File: src/rtl/detect_mon_pkg.sv
// Shared definitions for the detect-pulse monitor: FSM encodings and default widths.
package detect_mon_pkg;

  localparam int CNT_W_DEF = 8;
  localparam int GAP_W_DEF = 8;

  localparam logic [1:0] ST_IDLE       = 2'd0;
  localparam logic [1:0] ST_WAIT_FIRST = 2'd1;
  localparam logic [1:0] ST_MEASURE    = 2'd2;

endpackage

File: src/rtl/detect_pulse_monitor_sat_counter.sv
// Saturating up-counter with synchronous clear and load-to-one.
// Priority: clr, then load1, then inc; the count sticks at all-ones.
module sat_counter #(
  parameter int W = 8
) (
  input  logic         clk,
  input  logic         reset,
  input  logic         inc,
  input  logic         clr,
  input  logic         load1,
  output logic [W-1:0] count
);

  logic [W-1:0] count_q, count_d;

  // NOTE: every signal driven in always_comb gets a default first, so no latch can be inferred.
  always_comb begin
    count_d = count_q;
    if (clr) begin
      count_d = '0;
    end else if (load1) begin
      count_d = W'(1);
    end else if (inc && (count_q != {W{1'b1}})) begin
      count_d = count_q + W'(1);
    end
  end

  // NOTE: sequential state uses non-blocking assignments only, so all flops update together.
  always_ff @(posedge clk or negedge reset) begin
    if (!reset) count_q <= '0;
    else        count_q <= count_d;
  end

  assign count = count_q;

endmodule

File: src/rtl/detect_pulse_monitor.sv
// Health monitor for a sequence detector: counts Mealy and delayed detect pulses,
// checks that y_delay tracks y_mealy one cycle late, and measures inter-detection gaps.
module detect_pulse_monitor
  import detect_mon_pkg::*;
#(
  parameter int CNT_W = CNT_W_DEF,
  parameter int GAP_W = GAP_W_DEF
) (
  input  logic             clk,
  input  logic             reset,
  input  logic             en,
  input  logic             clear,
  input  logic             y_mealy,
  input  logic             y_delay,
  output logic [CNT_W-1:0] mealy_count,
  output logic [CNT_W-1:0] delay_count,
  output logic [CNT_W-1:0] err_count,
  output logic             mismatch,
  output logic [GAP_W-1:0] last_gap,
  output logic             gap_valid,
  output logic [1:0]       state
);

  logic [1:0]       state_q, state_d;
  logic             m_q, m_d;
  logic             m_valid_q, m_valid_d;
  logic             mismatch_q, mismatch_d;
  logic [GAP_W-1:0] last_gap_q, last_gap_d;
  logic             gap_valid_q, gap_valid_d;
  logic [GAP_W-1:0] gap_cnt;

  logic in_wait, in_meas;
  logic active, chk_fail, gap_hit, gap_load, gap_inc;

  // clear discards any event sampled on the same edge
  assign active   = en && !clear;
  assign chk_fail = active && m_valid_q && (y_delay != m_q);
  assign gap_hit  = active && in_meas && y_mealy;
  assign gap_load = active && (in_wait || in_meas) && y_mealy;
  assign gap_inc  = active && in_meas;

  // ---------------- FSM ----------------
  always_ff @(posedge clk or negedge reset) begin
    if (!reset) state_q <= ST_IDLE;
    else        state_q <= state_d;
  end

  always_comb begin
    state_d = state_q;
    if (clear) begin
      state_d = en ? ST_WAIT_FIRST : ST_IDLE;
    end else begin
      case (state_q)
        ST_IDLE:       if (en) state_d = ST_WAIT_FIRST;
        ST_WAIT_FIRST: begin
          if (!en)          state_d = ST_IDLE;
          else if (y_mealy) state_d = ST_MEASURE;
        end
        ST_MEASURE:    if (!en) state_d = ST_IDLE;
        default:       state_d = ST_IDLE;
      endcase
    end
  end

  always_comb begin
    in_wait = (state_q == ST_WAIT_FIRST);
    in_meas = (state_q == ST_MEASURE);
  end

  // ---------------- result registers ----------------
  always_comb begin
    m_d         = m_q;
    m_valid_d   = m_valid_q;
    mismatch_d  = mismatch_q;
    last_gap_d  = last_gap_q;
    gap_valid_d = 1'b0;
    if (clear) begin
      m_d        = 1'b0;
      m_valid_d  = 1'b0;
      mismatch_d = 1'b0;
      last_gap_d = '0;
    end else begin
      // m_valid drops while disabled so the first re-enabled edge is never checked
      m_valid_d = en;
      if (en)       m_d         = y_mealy;
      if (chk_fail) mismatch_d  = 1'b1;
      if (gap_hit) begin
        last_gap_d  = gap_cnt;
        gap_valid_d = 1'b1;
      end
    end
  end

  always_ff @(posedge clk or negedge reset) begin
    if (!reset) begin
      m_q         <= 1'b0;
      m_valid_q   <= 1'b0;
      mismatch_q  <= 1'b0;
      last_gap_q  <= '0;
      gap_valid_q <= 1'b0;
    end else begin
      m_q         <= m_d;
      m_valid_q   <= m_valid_d;
      mismatch_q  <= mismatch_d;
      last_gap_q  <= last_gap_d;
      gap_valid_q <= gap_valid_d;
    end
  end

  // ---------------- counters ----------------
  sat_counter #(.W(CNT_W)) u_mealy_cnt (
    .clk   (clk),
    .reset (reset),
    .inc   (active && y_mealy),
    .clr   (clear),
    .load1 (1'b0),
    .count (mealy_count)
  );

  sat_counter #(.W(CNT_W)) u_delay_cnt (
    .clk   (clk),
    .reset (reset),
    .inc   (active && y_delay),
    .clr   (clear),
    .load1 (1'b0),
    .count (delay_count)
  );

  sat_counter #(.W(CNT_W)) u_err_cnt (
    .clk   (clk),
    .reset (reset),
    .inc   (chk_fail),
    .clr   (clear),
    .load1 (1'b0),
    .count (err_count)
  );

  // gap_cnt equals t1 - t0 at the edge that samples the second pulse
  sat_counter #(.W(GAP_W)) u_gap_cnt (
    .clk   (clk),
    .reset (reset),
    .inc   (gap_inc),
    .clr   (clear),
    .load1 (gap_load),
    .count (gap_cnt)
  );

  assign mismatch  = mismatch_q;
  assign last_gap  = last_gap_q;
  assign gap_valid = gap_valid_q;
  assign state     = state_q;

endmodule

File: config.mk
export PLATFORM = sky130hd
export DESIGN_NAME = detect_pulse_monitor
export DESIGN_NICKNAME = d
export VERILOG_FILES = /design/src/rtl/detect_mon_pkg.sv /design/src/rtl/detect_pulse_monitor_sat_counter.sv /design/src/rtl/detect_pulse_monitor.sv
export SDC_FILE = /design/constraint.sdc
export NUM_CORES = 1
export LEC_CHECK = 0
export BUFFER_PORTS_ARGS = -buffer_cell sky130_fd_sc_hd__buf_2
export CAP_MARGIN = 20
export CORE_ASPECT_RATIO = 1.2
export CORE_MARGIN = 2
export CORE_UTILIZATION = 50
export DETAILED_ROUTE_END_ITERATION = 10
export PLACE_DENSITY = 0.76
export SYNTH_ARGS = -nofsm -noshare
export SYNTH_HDL_FRONTEND = slang
export SYNTH_SLANG_ARGS = --single-unit
File: constraint.sdc
create_clock -name clk -period 1.7 [get_ports clk]
set_input_delay 0.17 -clock clk [delete_from_list [all_inputs] [get_ports clk]]
set_output_delay 0.17 -clock clk [all_outputs]
set_load 0.02 [all_outputs]
==> summary.txt <==
Status - finished clean
Post-route ant nets - 0
Area share of the largest cell type after synthesis - 50.61%
Die Footprint - 0.005107 sq mm
Synth Area in XOR/XNOR - 5.006%
Row count - 26
Final instance area - 0.002863 sq mm
HP Class - in2reg
Crit path max-delay family - simple AND/OR/NAND/NOR gates
Area after DPL - 0.002680 sq mm
Area contributors post-synth - dfrtp_1, nand2_1, o21ai_0
Final nets - 312
Leak - 1.351 nW
Critical path capture point type - flop
Syn Nets - 247
CP max stage delay - 0.41 ns
Layout cells sized above 1 - 30.33%
Post-Synth Adder-Cell Area - 3.850%
Worst Tran Pin Value - 0.5293 ns
CTS max path bufs - 2
Clk sinks - 46
Reg2Reg Depth - 6
Core box area - 0.004327 sq mm
Total track usage - 21.15%
Compound-Gate Fraction of Synth Area - 15.35%
Mapped Cells - 234
Final std cells w/o fill - 356
Final Hold Vio Count - 0
DRC - 0
CP max stage cell - dfrtp_2
Num CTS Buffers - 5
Crit path depth - 6
YS warnings - 0
Clock Latency Late Sink - 0.31 ns
Post-layout util - 66.17%
Cell Area, Synth - 0.002275 sq mm
Synth cell types - 42
Maximum vdd drop - 507.1 uV
Crit path DAT - 1.92 ns
Clk_skew - 0.01299 ns
Crit share post-route - 98.99%
Layout area overhead - 25.85%
RSZ-0062 raised after global routing - true
WL final - 4931 microns
Mean post-synth cell area - 9.721 sq um
Fraction of registers with async set/reset - 100.0%
Max_slew headroom - 63.80%
# diodes - 0
Via Count - 2009
Average wire per standard cell - 13.85 microns
Max Clk Rate - 0.5943 GHz
Critical path type - reg2reg
Worst-path clk slew - 0.08 ns
DR vias/cell - 5.643
Final Setup Violations - 0
CTS root buffer - clkbuf_8
Vias in the first global route - 1848
Setup TNS - 0 ns
Top fanout value on the critical path - 5
IO Count - 42
Largest net degree at the start of global routing - 28
Share of the yosys chip area belonging to registers - 50.61%
Crit start category - flop
TritonRoute pass-1 iters - 4
Initial antenna violation count - 0
Post-synthesis mux area share - 2.695%
Dpl cells - 341
H-tree lvl count - 2
Final Critical Period - 1.683 ns
Largest family of logic cells by synthesized area - simple AND/OR/NAND/NOR gates
Overflow after GRT - 0
Crit-path cells - inv_2, ha_4, nand4b_1, a311o_1, or3_1, a21oi_2
Number of synthesized flops with an enable pin - 0
Most used DFF post-synth - dfrtp_1
CTS tree - yes
Hold path depth - 2
PD cells - 704.1 mW/mm^2
Final Max Tran Viols - 0
Initial Util - 52.57%
Final Power - 0.002016 W
Die Height - 77.89 microns
Synth Area in Simple Gates - 19.58%
First-pass GRT wire length - 8342 microns
Fill cells - 351
Yosys top cell by area - dfrtp_1
Drt initial violations - 102
Gpl congestion - 0.7677
Maxcap violations - 0
CP bufs+invs - 1
I/O Buffers - 41
#FFs+latches synth - 46
DP HPWL - 3435 microns
Die Span X - 65.57 microns
Req. time, crit path - 1.93 ns
[report_power, final]
| group | internal (W) | switching, W |
|---|---|---|
| clock | 0.000289 | 0.000392 |
| combinational | 0.0000816 | 0.000126 |
| sequential | 0.00111 | 0.0000150 |
[routing by layer]
| layer | global-route usage (%) | vias up | share of wire [%] |
|---|---|---|---|
| met5 | 0 | - | 0 |
| met4 | 8.333 | 0 | 1.6 |
| met2 | 35.71 | 49 | 49 |
| met3 | 4.783 | 7 | 4.3 |
| li1 | - | 979 | - |
| met1 | 25.98 | 974 | 45 |
[through the flow]
| stage | setup slack (ns) | hold slack, ns |
|---|---|---|
| CTS | 0.001062 | 0.1263 |
| finish | 0.01723 | 0.1424 |
| floorplan | -0.01132 | -0.1256 |
| detailed placement | 0.02159 | 0.1577 |
| global route | -0.06585 | 0.1371 |
| global placement | 0.05554 | 0.1555 |
[worst paths after layout]
kind,start,endpoint,slack (ns)
worst max-delay path,state[0],u_gap_cnt.count[7],0.02
worst min-delay path,clear,u_gap_cnt.count[0],0.14
worst max register to register,state[0],u_gap_cnt.count[7],0.02
worst min register to register,u_err_cnt.count[6],u_err_cnt.count[6],0.51
max in group asynchronous,reset,state[0],0.85
min in group asynchronous,reset,u_err_cnt.count[1],0.35
[cell families after synthesis]
group / count (synthesis)
compound gates: 57
xor+xnor: 13
fa+ha+maj: 7
buf+inv: 16
flops: 46
mux: 6
simple gates: 89
[layout by cell type, fill, tap and decap left out, types with 3 or more instances in the layout]
master / n
nand3_1: 8
ha_1: 3
a31oi_1: 3
clkbuf_8: 5
dfrtp_2: 3
and3_1: 3
dfrtp_1: 43
a211oi_1: 4
buf_2: 41
xor2_1: 8
inv_1: 7
xnor2_1: 5
nor2_1: 21
or3_1: 9
nand4_1: 4
mux2i_1: 5
a21oi_1: 12
o211ai_1: 3
buf_4: 23
o21ai_0: 19
nand2_1: 28
[final cells by class]
| class | instances | area, sq um | share of cell area (%) |
|---|---|---|---|
| Sequential cell | 46 | 1155 | 40.34 |
| Tap cell | 56 | 70.07 | 2.448 |
| Timing Repair Buffer | 66 | 407.9 | 14.25 |
| Clock inverter | 3 | 21.27 | 0.7430 |
| Clock buffer | 5 | 68.82 | 2.404 |
| Inverter | 8 | 30.03 | 1.049 |
| Multi-Input combinational cell | 172 | 1110 | 38.77 |
[repair_timing]
item | CTS | global route
setup endpoints to repair | 2 | 11
hold buffers | 1 | 0
pin swaps | 0 | 4
buffers inserted | 1 | 5
resized for setup | 1 | 8
endpoints found under the hold margin | 19 | 0
[cell usage after synthesis (all sizes together) (3+ instances only)]
cell and n:
clkbuf 4, a21oi 14, mux2i 5, nand3 9, a31oi 3, nand4 4
ha 7, o21ai 20, inv 8, nor2 21, nand2 28, and3 4
xnor2 5, dfrtp 46, buf 4, a211oi 4, o211ai 3, xor2 8
or3 10
[registers in the layout, summed over array words and instances (netlist names), 2 cells and up]
signal / flops
u_gap_cnt.count: 8
u_err_cnt.count: 8
state: 2
last_gap: 8
u_delay_cnt.count: 8
u_mealy_cnt.count: 8
Note: power is estimated with default switching activity, not from simulation.
